`src/rtl/ecc_job_scheduler.sv`:
```
// ecc_job_scheduler: arbitrates two job requesters onto one ECC core, programs it over APB
// and returns one tagged response per job (with timeout and illegal-op handling).
module ecc_job_scheduler #(
  parameter int AMBA_ADDR_WIDTH = 20,
  parameter int AMBA_WORD = 32,
  parameter int DATA_WIDTH = 32,
  parameter logic [AMBA_ADDR_WIDTH-1:0] BASE_ADDR = '0,
  parameter int TIMEOUT_CYCLES = 64
) (
  input  logic                       clk,
  input  logic                       rst,
  input  logic                       req0_valid,
  output logic                       req0_ready,
  input  logic [1:0]                 req0_op,
  input  logic [1:0]                 req0_width,
  input  logic [AMBA_WORD-1:0]       req0_data,
  input  logic [AMBA_WORD-1:0]       req0_noise,
  input  logic                       req1_valid,
  output logic                       req1_ready,
  input  logic [1:0]                 req1_op,
  input  logic [1:0]                 req1_width,
  input  logic [AMBA_WORD-1:0]       req1_data,
  input  logic [AMBA_WORD-1:0]       req1_noise,
  output logic [AMBA_ADDR_WIDTH-1:0] PADDR,
  output logic [AMBA_WORD-1:0]       PWDATA,
  output logic                       PSEL,
  output logic                       PENABLE,
  output logic                       PWRITE,
  input  logic                       operation_done,
  input  logic [DATA_WIDTH-1:0]      data_out,
  input  logic [1:0]                 num_of_errors,
  output logic                       rsp_valid,
  input  logic                       rsp_ready,
  output logic                       rsp_id,
  output logic [DATA_WIDTH-1:0]      rsp_data,
  output logic [1:0]                 rsp_errors,
  output logic                       rsp_timeout,
  output logic                       rsp_illegal
);
  typedef enum logic [2:0] {IDLE, SETUP, ACCESS, WAIT_DONE, RESP} state_t;
  state_t r_state, w_next;
  logic                  r_last, r_id;
  logic [1:0]            r_op, r_width, r_widx;
  logic [AMBA_WORD-1:0]  r_data, r_noise;
  logic [15:0]           r_cnt;
  logic [DATA_WIDTH-1:0] r_rsp_data;
  logic [1:0]            r_rsp_errors;
  logic                  r_rsp_timeout, r_rsp_illegal;
  logic                  w_gnt, w_acc, w_tmo, w_apb;
  logic [1:0]            w_op, w_width;
  logic [AMBA_WORD-1:0]  w_data, w_noise, w_wdata;
  logic [3:0]            w_off;
  // Ties go to the requester that did not win last; ready is forced low while in reset.
  assign w_gnt   = (req0_valid & req1_valid) ? ~r_last : req1_valid;
  assign w_acc   = rst & (r_state == IDLE) & (req0_valid | req1_valid);
  assign w_op    = w_gnt ? req1_op : req0_op;
  assign w_width = w_gnt ? req1_width : req0_width;
  assign w_data  = w_gnt ? req1_data : req0_data;
  assign w_noise = w_gnt ? req1_noise : req0_noise;
  assign req0_ready = w_acc & ~w_gnt;
  assign req1_ready = w_acc & w_gnt;
  // Counter reaching TIMEOUT_CYCLES-1 on this increment aborts the job.
  assign w_tmo = r_cnt == 16'(TIMEOUT_CYCLES - 2);
  always_ff @(posedge clk or negedge rst) begin
    if (!rst) r_state <= IDLE;
    else      r_state <= w_next;
  end
  always_comb begin
    w_next = r_state;
    case (r_state)
      IDLE:      w_next = w_acc ? ((w_op == 2'b11) ? RESP : SETUP) : IDLE;
      SETUP:     w_next = ACCESS;
      ACCESS:    w_next = (r_widx == 2'd3) ? WAIT_DONE : SETUP;
      WAIT_DONE: w_next = (operation_done | w_tmo) ? RESP : WAIT_DONE;
      RESP:      w_next = rsp_ready ? IDLE : RESP;
      default:   w_next = IDLE;
    endcase
  end
  always_ff @(posedge clk or negedge rst) begin
    if (!rst) begin
      r_last        <= 1'b1;
      r_id          <= 1'b0;
      r_op          <= '0;
      r_width       <= '0;
      r_data        <= '0;
      r_noise       <= '0;
      r_widx        <= '0;
      r_cnt         <= '0;
      r_rsp_data    <= '0;
      r_rsp_errors  <= '0;
      r_rsp_timeout <= 1'b0;
      r_rsp_illegal <= 1'b0;
    end else begin
      if (w_acc) begin
        r_last        <= w_gnt;
        r_id          <= w_gnt;
        r_op          <= w_op;
        r_width       <= w_width;
        r_data        <= w_data;
        r_noise       <= w_noise;
        r_widx        <= '0;
        r_rsp_data    <= '0;
        r_rsp_errors  <= '0;
        r_rsp_timeout <= 1'b0;
        r_rsp_illegal <= w_op == 2'b11;
      end
      if (r_state == ACCESS) begin
        r_widx <= r_widx + 2'd1;
        r_cnt  <= '0;
      end
      if (r_state == WAIT_DONE) begin
        r_cnt <= r_cnt + 16'd1;
        if (operation_done) begin
          r_rsp_data    <= data_out;
          r_rsp_errors  <= num_of_errors;
          r_rsp_timeout <= 1'b0;
        end else if (w_tmo) begin
          r_rsp_data    <= '0;
          r_rsp_errors  <= '0;
          r_rsp_timeout <= 1'b1;
        end
      end
      if (r_state == RESP && rsp_ready) begin
        r_rsp_timeout <= 1'b0;
        r_rsp_illegal <= 1'b0;
      end
    end
  end
  // Register order: CODEWORD_WIDTH, NOISE, DATA_IN, then CTRL which starts the core.
  assign w_off   = (r_widx == 2'd0) ? 4'h8 : (r_widx == 2'd1) ? 4'hC : (r_widx == 2'd2) ? 4'h4 : 4'h0;
  assign w_wdata = (r_widx == 2'd0) ? AMBA_WORD'(r_width) : (r_widx == 2'd1) ? r_noise :
                   (r_widx == 2'd2) ? r_data : AMBA_WORD'(r_op);
  assign w_apb   = (r_state == SETUP) | (r_state == ACCESS);
  assign PSEL    = w_apb;
  assign PENABLE = r_state == ACCESS;
  assign PWRITE  = w_apb;
  assign PADDR   = w_apb ? (BASE_ADDR | AMBA_ADDR_WIDTH'(w_off)) : '0;
  assign PWDATA  = w_apb ? w_wdata : '0;
  assign rsp_valid   = r_state == RESP;
  assign rsp_id      = r_id;
  assign rsp_data    = r_rsp_data;
  assign rsp_errors  = r_rsp_errors;
  assign rsp_timeout = r_rsp_timeout;
  assign rsp_illegal = r_rsp_illegal;
endmodule

```
`config.mk`:
```
export PLATFORM = sky130hd
export DESIGN_NAME = ecc_job_scheduler
export DESIGN_NICKNAME = d
export VERILOG_FILES = /design/src/rtl/ecc_job_scheduler.sv
export SDC_FILE = /design/constraint.sdc
export NUM_CORES = 1
export LEC_CHECK = 0
export ABC_AREA = 1
export CAP_MARGIN = 30
export CORE_ASPECT_RATIO = 0.6
export CORE_MARGIN = 2
export CORE_UTILIZATION = 43
export DETAILED_ROUTE_END_ITERATION = 6
export GPL_TIMING_DRIVEN = 0
export PLACE_DENSITY = 0.91
export SLEW_MARGIN = 20
export SYNTH_ARGS = -nofsm -noshare
export SYNTH_HDL_FRONTEND = slang
export SYNTH_SLANG_ARGS = --single-unit
```
`constraint.sdc`:
```
create_clock -name clk -period 2.51 [get_ports clk]
set_input_delay 0.753 -clock clk [delete_from_list [all_inputs] [get_ports clk]]
set_output_delay 0.753 -clock clk [all_outputs]
set_load 0.05 [all_outputs]
```
### Yosys cells after proc, flatten, opt, wreduce, memory -nomap -nowiden

Cells that the tools add are included.
Widths: inputs -> output; s select.

| cells by class | value |
|---|---|
| equal/unequal tests | 9 |
| multiplexer cells | 38 |
| add/subtract/negate cells | 2 |
| bitwise logic cells | 10 |
| reduce and logical (&&, ||, !) cells | 6 |

Operator list:

| cell | number |
|---|---|
| $mux 32 | 10 |
| $mux 16 | 2 |
| $mux 2 | 9 |
| $add 16x1->16 const B | 1 |
| $eq 16x6->1 const B | 1 |
| $mux 3 | 5 |
| $pmux 3 s5 | 1 |
| $mux 4 | 3 |
| $mux 1 | 8 |
| $eq 2x2->1 const B | 3 |
| $eq 3x2->1 const B | 2 |
| $reduce_bool 2->1 | 3 |
| $and 1x1->1 | 5 |
| $eq 3x1->1 const B | 1 |
| $eq 3x3->1 const B | 1 |
| $logic_not 3->1 | 1 |
| $or 1x1->1 | 3 |
| $add 2x1->2 const B | 1 |
| $eq 2x1->1 const B | 1 |
| $logic_not 2->1 | 1 |
| $not 1->1 | 2 |
| $logic_and 1x1->1 | 1 |

| storage, ports and cells | value |
|---|---|
| register bits | 127 |
| input bits | 176 |
| output and inout bits | 95 |

### Longest topological paths before layout

Gate-level depths: netlist of the first run.

| logic depth | value |
|---|---|
| word-level depth | 8 |
| mapped depth | 10 |

### Least setup slack after synthesis of the first run

No wires, ideal clock.

| timing | value |
|---|---|
| path type | register to output |
| start point | register r_state[2] |
| end point | output PWDATA[0] |
| path slack | -0.550 ns |
| data arrival time | 2.307 ns |
| required time | 1.757 ns |
| stages on the path, launching flop included | 8 |
| path buffers | 0 |
| cell sequence | dfrtp_1 > inv_2 > nand2_2 > nor2_4 > inv_2 > nand2_2 > inv_1 > a31oi_1 |

| on the way | value |
|---|---|
| longest elaborated chain between the ends | 3 |
| elaborated cells between the ends (all ways) | 4 |
| those cells by class | eq/ne: 2; mux: 1; bitwise: 1 |

Ends and longest elaborated chain:

| what | RTL line | text |
|---|---|---|
| start: declaration | 41 | `state_t r_state, w_next;` |
| start signal: assignment | 66 | `else r_state <= w_next;` |
| $eq 3x2->1 | n/a |  |
| via PENABLE | 27 | `output logic PENABLE,` |
| $or 1x1->1 | 133 | `assign w_apb = (r_state == SETUP) \| (r_state == ACCESS);` |
| via PSEL | 26 | `output logic PSEL,` |
| $mux 32 | 138 | `assign PWDATA = w_apb ? w_wdata : '0;` |
| end: declaration | 25 | `output logic [AMBA_WORD-1:0] PWDATA,` |

The timed path passes the listed nets, and every way through them passes these cells.

### Worst setup path after layout of the first run

| timing | value |
|---|---|
| start point | register r_widx[0] |
| end point | output PWDATA[23] |

| on the way | value |
|---|---|
| longest elaborated chain between the ends | 5 |
| elaborated cells between the ends (all ways) | 7 |
| those cells by class | eq/ne: 2; mux: 4; reduce/logical: 1 |

Ends and longest elaborated chain:

| what | RTL line | text |
|---|---|---|
| start: declaration | 43 | `logic [1:0] r_op, r_width, r_widx;` |
| start signal: assignment | 108 | `r_widx <= r_widx + 2'd1;` |
| $eq 2x2->1 | 132 | `(r_widx == 2'd2) ? r_data : AMBA_WORD'(r_op);` |
| $mux 32 | 132 |  |
| $mux 32 | 131 | `assign w_wdata = (r_widx == 2'd0) ? AMBA_WORD'(r_width) : (r_widx == 2'd1) ? r_noise :` |
| $mux 32 * | 131 |  |
| $mux 32 * | 138 |  |

Mark *: on every way between the ends. The rest lies on a longest branch, timed or not.

==> qor.txt, run 1 <==
WP buf/inv -> 4
count of final setup violators -> 33
Yosys warning total -> 0
Synth Cell Area -> 6486 sq um
largest net degree at the start of global routing -> 35
Post-DRT Antenna Nets -> 0
Iter 0 DRT Violations -> 442
CP Cell Sequence -> buf_4 > ha_4 > nor2_4 > buf_12 > clkbuf_16 > a22oi_2 > nor2_4 > buf_8
total wire length -> 24510 um
failing checks -> setup timing
number of buffers created by CTS -> 17
sequential share of power -> 0.287
vias in the first global route -> 7213
clock tree buffer depth -> 2
synthesis-to-finish area growth -> 70.58%
fraction of layout cells with a size suffix above 1 -> 0.2223
First-pass DRT Iterations -> 5
crit end category -> output pin
first-pass GRT wire length -> 37790 um
area share of the largest cell type after synthesis -> 0.4861
Worst VDD drop -> 600.6 uV
synthesized instance count -> 827
Psw -> 5.354 mW
DP HPWL -> 17170 um
final worst-path cycle share -> 1.061
status -> complete, but fails checks
Max Slew Vio Count -> 0
Ports -> 271
clock-pin slew on the worst setup and hold paths -> 0.06 ns
FMAX -> 0.3755 GHz
leakage -> 5.023 nW
top cells by area, synth -> dfrtp_1, nand2_1, nand3_1, nand4_1, a22oi_1
row cnt -> 34
drt drc -> 0
Nets -> 1325
Initial Util -> 0.4432
switching share of power -> 0.4489
DR vias -> 7103
commonest non-fill, non-tap cell in the layout -> nand2_1
post-synthesis register bit count -> 127
DIE HEIGHT -> 99.14 um
Die X -> 162.6 um
Max-cap violations -> 0
Worst Hold Class -> in2async
CP arrival -> 1.91 ns
leading area contributor after synthesis -> dfrtp_1
WP data required -> 1.76 ns
Total GRT Usage -> 0.3071
kind of critical path -> reg2out
commonest non-fill, non-tap cells in the layout -> nand2_1, clkdlybuf4s50_1, dfrtp_1
worst setup margin -> -0.1535 ns
initial antenna violation count -> 1
Clk network pwr share -> 0.204
Most common cell on crit path -> nor2_4
Worst Skew -> 0.01528 ns
RSZ-0062 raised after global routing -> yes
Slew @ Worst Pin -> 0.6577 ns
Mean Syn Cell Area -> 7.843 sq um
Crit Path Max Fanout -> 6
min cycle time layout -> 2.663 ns
clock sink total -> 127
later-pin clock latency in the skew report -> 0.41 ns
Yosys cell types -> 33
port buffer count -> 252
final number of hold-violating endpoints -> 0
relative slew slack -> 0.5615
combinational power share -> 0.508
Vias/cell -> 5.242
Root Buffer -> clkbuf_16
RD Place Congestion -> 0.8790
register area share after synthesis -> 0.4902
power per standard cell area -> 1078 nW/um^2
WL per Instance -> 18.09 um
htree depth -> 4
Max stage delay cell, worst path -> dfrtp_1
Int Power -> 6.572 mW
CP delay by family, top -> buffers and inverters
CTS tree -> done
pre-CTS setup slack -> -1.453 ns
Core Footprint -> 14630 sq um
full die area -> 16110 sq um
total negative setup slack -> -3.823 ns
slowest stage delay, CP -> 0.40 ns
Critical Path Start Type -> register
total grt overflow -> 0
-- sequential cells by signal, summed over array words and instances, names as in the netlist, 2 cells and up --
signal and count:
r_noise 32, r_op 2, r_widx 2, r_width 2
r_state 3, rsp_data 32, r_data 32, r_cnt 16
rsp_errors 2
-- path summary, 6_finish.rpt --
path | from | end | slack (ns) | cells after the start
worst min register to register | r_last$_DFFE_PN1P_ | r_last$_DFFE_PN1P_ | 0.48 | 2
worst min-delay path | rst | r_noise[26]$_DFFE_PN0P_ | 0.16 | 1
max in group asynchronous | rst | r_noise[28]$_DFFE_PN0P_ | 1.79 | 3
min in group clk | r_last$_DFFE_PN1P_ | r_last$_DFFE_PN1P_ | 0.48 | 2
worst max register to register | r_state[0]$_DFF_PN0_ | r_data[25]$_DFFE_PN0P_ | 0.66 | 7
worst max-delay path | r_widx[0]$_DFFE_PN0P_ | PWDATA[23] | -0.15 | 8
-- worst register-to-register path, stage by stage, from the launching register on --
cell	delay, ns
dfrtp_1	0.52
nor2_2	0.09
nand3_2	0.13
buf_4	0.18
buf_2	0.27
buf_2	0.34
nand2_1	0.14
nand3_1	0.12
-- metrics by stage --
| step | instance area [sq um] | util | hold slack [ns] | instances | total power [mW] |
|---|---|---|---|---|---|
| finish | 11060 | 0.7561 | 0.1628 | 1355 | 11.93 |
| global route | 11060 | 0.7559 | 0.1445 | 1354 | 12.50 |
| CTS | 11030 | 0.7535 | 0.1473 | 1351 | 11.80 |
| detailed placement | 9648 | 0.6593 | 0.4596 | 1295 | 8.513 |
| global placement | 9615 | 0.6571 | 0.4564 | 1294 | 8.362 |
| floorplan | 6845 | - | 0.4431 | 844 | 6.730 |
-- cells in the mapped netlist (all sizes together) --
cell	count
dfrtp	126
o22ai	1
nand4	38
xor2	1
nand3	92
nand2	333
a31oi	2
or2	1
clkbuf	11
dfstp	1
a21oi	10
inv	35
a22oi	30
xnor2	1
buf	53
nor3	4
o21ai	13
and3	1
ha	6
a32o	1
conb	1
o211ai	2
nor2	64
-- power groups by stage --
stage               registers (mW)  logic (mW)  clock network [mW]
floorplan                     3.94        2.79                   0
global placement              3.31        5.06                   0
detailed placement            3.34        5.18                   0
CTS                           3.39        5.95                2.47
global route                  3.51        6.43                2.57
finish                        3.43        6.06                2.44
-- per-layer routing --
layer	track usage	vias up	routed length, um
met2	0.5116	340	11690
met3	0.06922	44	1841
met4	0.1042	0	606
met1	0.4004	3408	10380
met5	0	-	0
li1	-	3311	-
-- kinds of logic after synthesis --
kind of cell / Yosys count / share of synthesized area
flip-flops: 127 / 0.4902
buffers and inverters: 99 / 0.08584
AND/OR/NAND/NOR: 533 / 0.3493
other: 1 / 0.0005781
adder cells (fa/ha/maj): 6 / 0.01157
AO/OA/AOI/OAI: 59 / 0.05980
XOR/XNOR: 2 / 0.002701
-- final cells by class --
class                   count  area (sq um)
multi-input cells         618          3324
fillers                  1047          3570
flip-flops and latches    127          3181
repair buffers            281          3054
diodes                      1         2.502
plain buffers              63         534.3
clock buffers              18         439.2
inverters                  35         137.6
clock inverters            14         143.9
well taps                 198         247.7
-- repair_timing --
action	4_1_cts	5_1_grt
pin swaps	33	7
gates resized for setup	366	22
setup buffers	18	4
cloned	7	0
hold buffers	0	0
endpoints found under the setup margin	40	40
(Power assumes the default switching activity.)
==> run 2: changes to the inputs <==
Settings changed: CTS_CLUSTER_SIZE set to 14.
==> results of run 2 <==
No change in the layout: final DEF, timing and power equal those of run 1.
==> run 3: changes to the inputs <==
Settings changed: CORE_ASPECT_RATIO 0.6 to unset.
==> run 3 against run 2 <==
The flow still finishes with violations (setup timing). Via count increased by 2.0%. Sequential power about the same. Cell area decreased by 0.62%. Largest cell class unchanged. Largest power group unchanged.
==> qor.txt, run 3 (synthesis gave the netlist of run 1 again) <==
row cnt -> 44
FMAX -> 0.3678 GHz
min cycle time layout -> 2.719 ns
Most common cell on crit path -> buf_6
Slew @ Worst Pin -> 0.7008 ns
Ports -> 271
WL per Instance -> 18.63 um
DR vias -> 7242
kind of critical path -> reg2out
Max stage delay cell, worst path -> dfrtp_1
CP arrival -> 1.97 ns
Placed Area -> 9630 sq um
CTS tree -> done
synthesis-to-finish area growth -> 69.52%
CP delay by family, top -> buffers and inverters
Root Buffer -> clkbuf_16
initial antenna violation count -> 0
drt drc -> 0
WP buf/inv -> 3
DP HPWL -> 16170 um
fraction of layout cells with a size suffix above 1 -> 0.2206
DIE HEIGHT -> 126.8 um
total wire length -> 24970 um
Post-DRT Antenna Nets -> 0
relative slew slack -> 0.5328
number of buffers created by CTS -> 17
final worst-path cycle share -> 1.083
Worst Skew -> 0.007548 ns
Layout fillers -> 1002
CP Cell Sequence -> buf_6 > ha_4 > nor2_4 > buf_6 > a22oi_2 > nor2_4 > buf_6
Worst Hold Class -> in2async
vias in the first global route -> 7306
clock sink total -> 127
final core utilization -> 0.7509
commonest non-fill, non-tap cells in the layout -> nand2_1, clkdlybuf4s50_1, dfrtp_1
power per standard cell area -> 1096 nW/um^2
Max-cap violations -> 0
Iter 0 DRT Violations -> 413
Worst VDD drop -> 686.8 uV
full die area -> 16080 sq um
Die X -> 126.8 um
htree depth -> 4
count of final setup violators -> 34
later-pin clock latency in the skew report -> 0.43 ns
port buffer count -> 252
largest net degree at the start of global routing -> 42
clock-pin slew on the worst setup and hold paths -> 0.06 ns
Total GRT Usage -> 0.3067
crit end category -> output pin
Vias/cell -> 5.404
final number of hold-violating endpoints -> 0
slowest stage delay, CP -> 0.40 ns
leakage -> 5.002 nW
total grt overflow -> 0
antenna cell count -> 0
Nets -> 1325
commonest non-fill, non-tap cell in the layout -> nand2_1
Max Slew Vio Count -> 0
worst setup margin -> -0.2088 ns
failing checks -> setup timing
RSZ-0062 raised after global routing -> yes
Critical Path Start Type -> register
first-pass GRT wire length -> 37820 um
Crit Path Max Fanout -> 5
final instance area -> 11000 sq um
WP data required -> 1.76 ns
clock tree buffer depth -> 2
Core Footprint -> 14640 sq um
RD Place Congestion -> 0.9280
First-pass DRT Iterations -> 5
Initial Util -> 0.4429
status -> complete, but fails checks
-- run 3: changes by cell type in the layout (fill, tap and decap cells not counted), sizes merged --
cell,change
bufinv,+1
clkdlybuf4s15,+1
diode,-1
clkdlybuf4s18,+1
buf,+6
clkbuf,-4
dlygate4sd2,+1
clkinv,+2
inv,-8
-- run 3: report_power, final --
part / internal, mW / leakage (nW) / switching, mW
logic: 2.31 / 3.07 / 3.82
registers: 2.85 / 1.64 / 0.586
clock network: 1.56 / 0.289 / 0.932
-- run 3: metrics by stage --
step | hold slack [ns] | worst slack (ns) | total power, mW | setup TNS, ns | instances
CTS | 0.1504 | -0.2000 | 11.87 | -5.462 | 1337
global route | 0.1502 | -0.2635 | 12.58 | -7.340 | 1340
floorplan | 0.4431 | -0.07393 | 6.730 | -1.093 | 844
finish | 0.1512 | -0.2088 | 12.06 | -5.796 | 1340
detailed placement | 0.4644 | -1.418 | 8.492 | -44.51 | 1281
global placement | 0.4536 | -6.394 | 8.345 | -1141.48 | 1280
-- run 3: metal layers --
layer  vias to the layer above  routed length (um)  GRT usage
met2                       392               12520     0.5120
li1                       3301                   -          -
met1                      3442                9285     0.3635
met4                         0                1298     0.1681
met5                         -                   0          0
met3                       107                1859    0.07760
-- run 3: final timing paths --
kind,from,endpoint,slack [ns],cells past startpoint
setup / recovery,r_widx[0]$_DFFE_PN0P_,PWDATA[25],-0.21,7
hold / removal,rst,r_data[28]$_DFFE_PN0P_,0.15,1
setup reg to reg,r_state[0]$_DFF_PN0_,r_data[25]$_DFFE_PN0P_,0.64,7
hold reg to reg,rsp_id$_DFFE_PN0P_,rsp_id$_DFFE_PN0P_,0.48,2
max in group asynchronous,rst,r_width[0]$_DFFE_PN0P_,1.75,2
min in group clk,rsp_id$_DFFE_PN0P_,rsp_id$_DFFE_PN0P_,0.48,2
-- run 3: final cells by class --
cell class | instances | area (sq um) | area share
multi-input combinational | 618 | 3333 | 0.3031
buffer | 62 | 495.5 | 0.04506
tap | 184 | 230.2 | 0.02094
clock inverter | 9 | 107.6 | 0.009786
sequential | 127 | 3182 | 0.2894
inverter | 35 | 140.1 | 0.01274
timing repair buffer | 282 | 3019 | 0.2746
clock buffer | 23 | 488.0 | 0.04438
-- run 3: repair_timing --
item / in CTS / in global routing
gates cloned: 6 / 0
pin swaps: 20 / 13
hold buffers: 0 / 0
endpoints found under the setup margin: 40 / 38
buffers inserted: 19 / 5
resized for setup: 342 / 41
-- run 3: worst reg2reg max path, stage by stage, from the launching register on --
cell,delay [ns]
dfrtp_1,0.54
nor2_2,0.09
nand3_2,0.12
buf_4,0.17
buf_2,0.27
buf_2,0.35
nand2_1,0.12
nand3_1,0.13
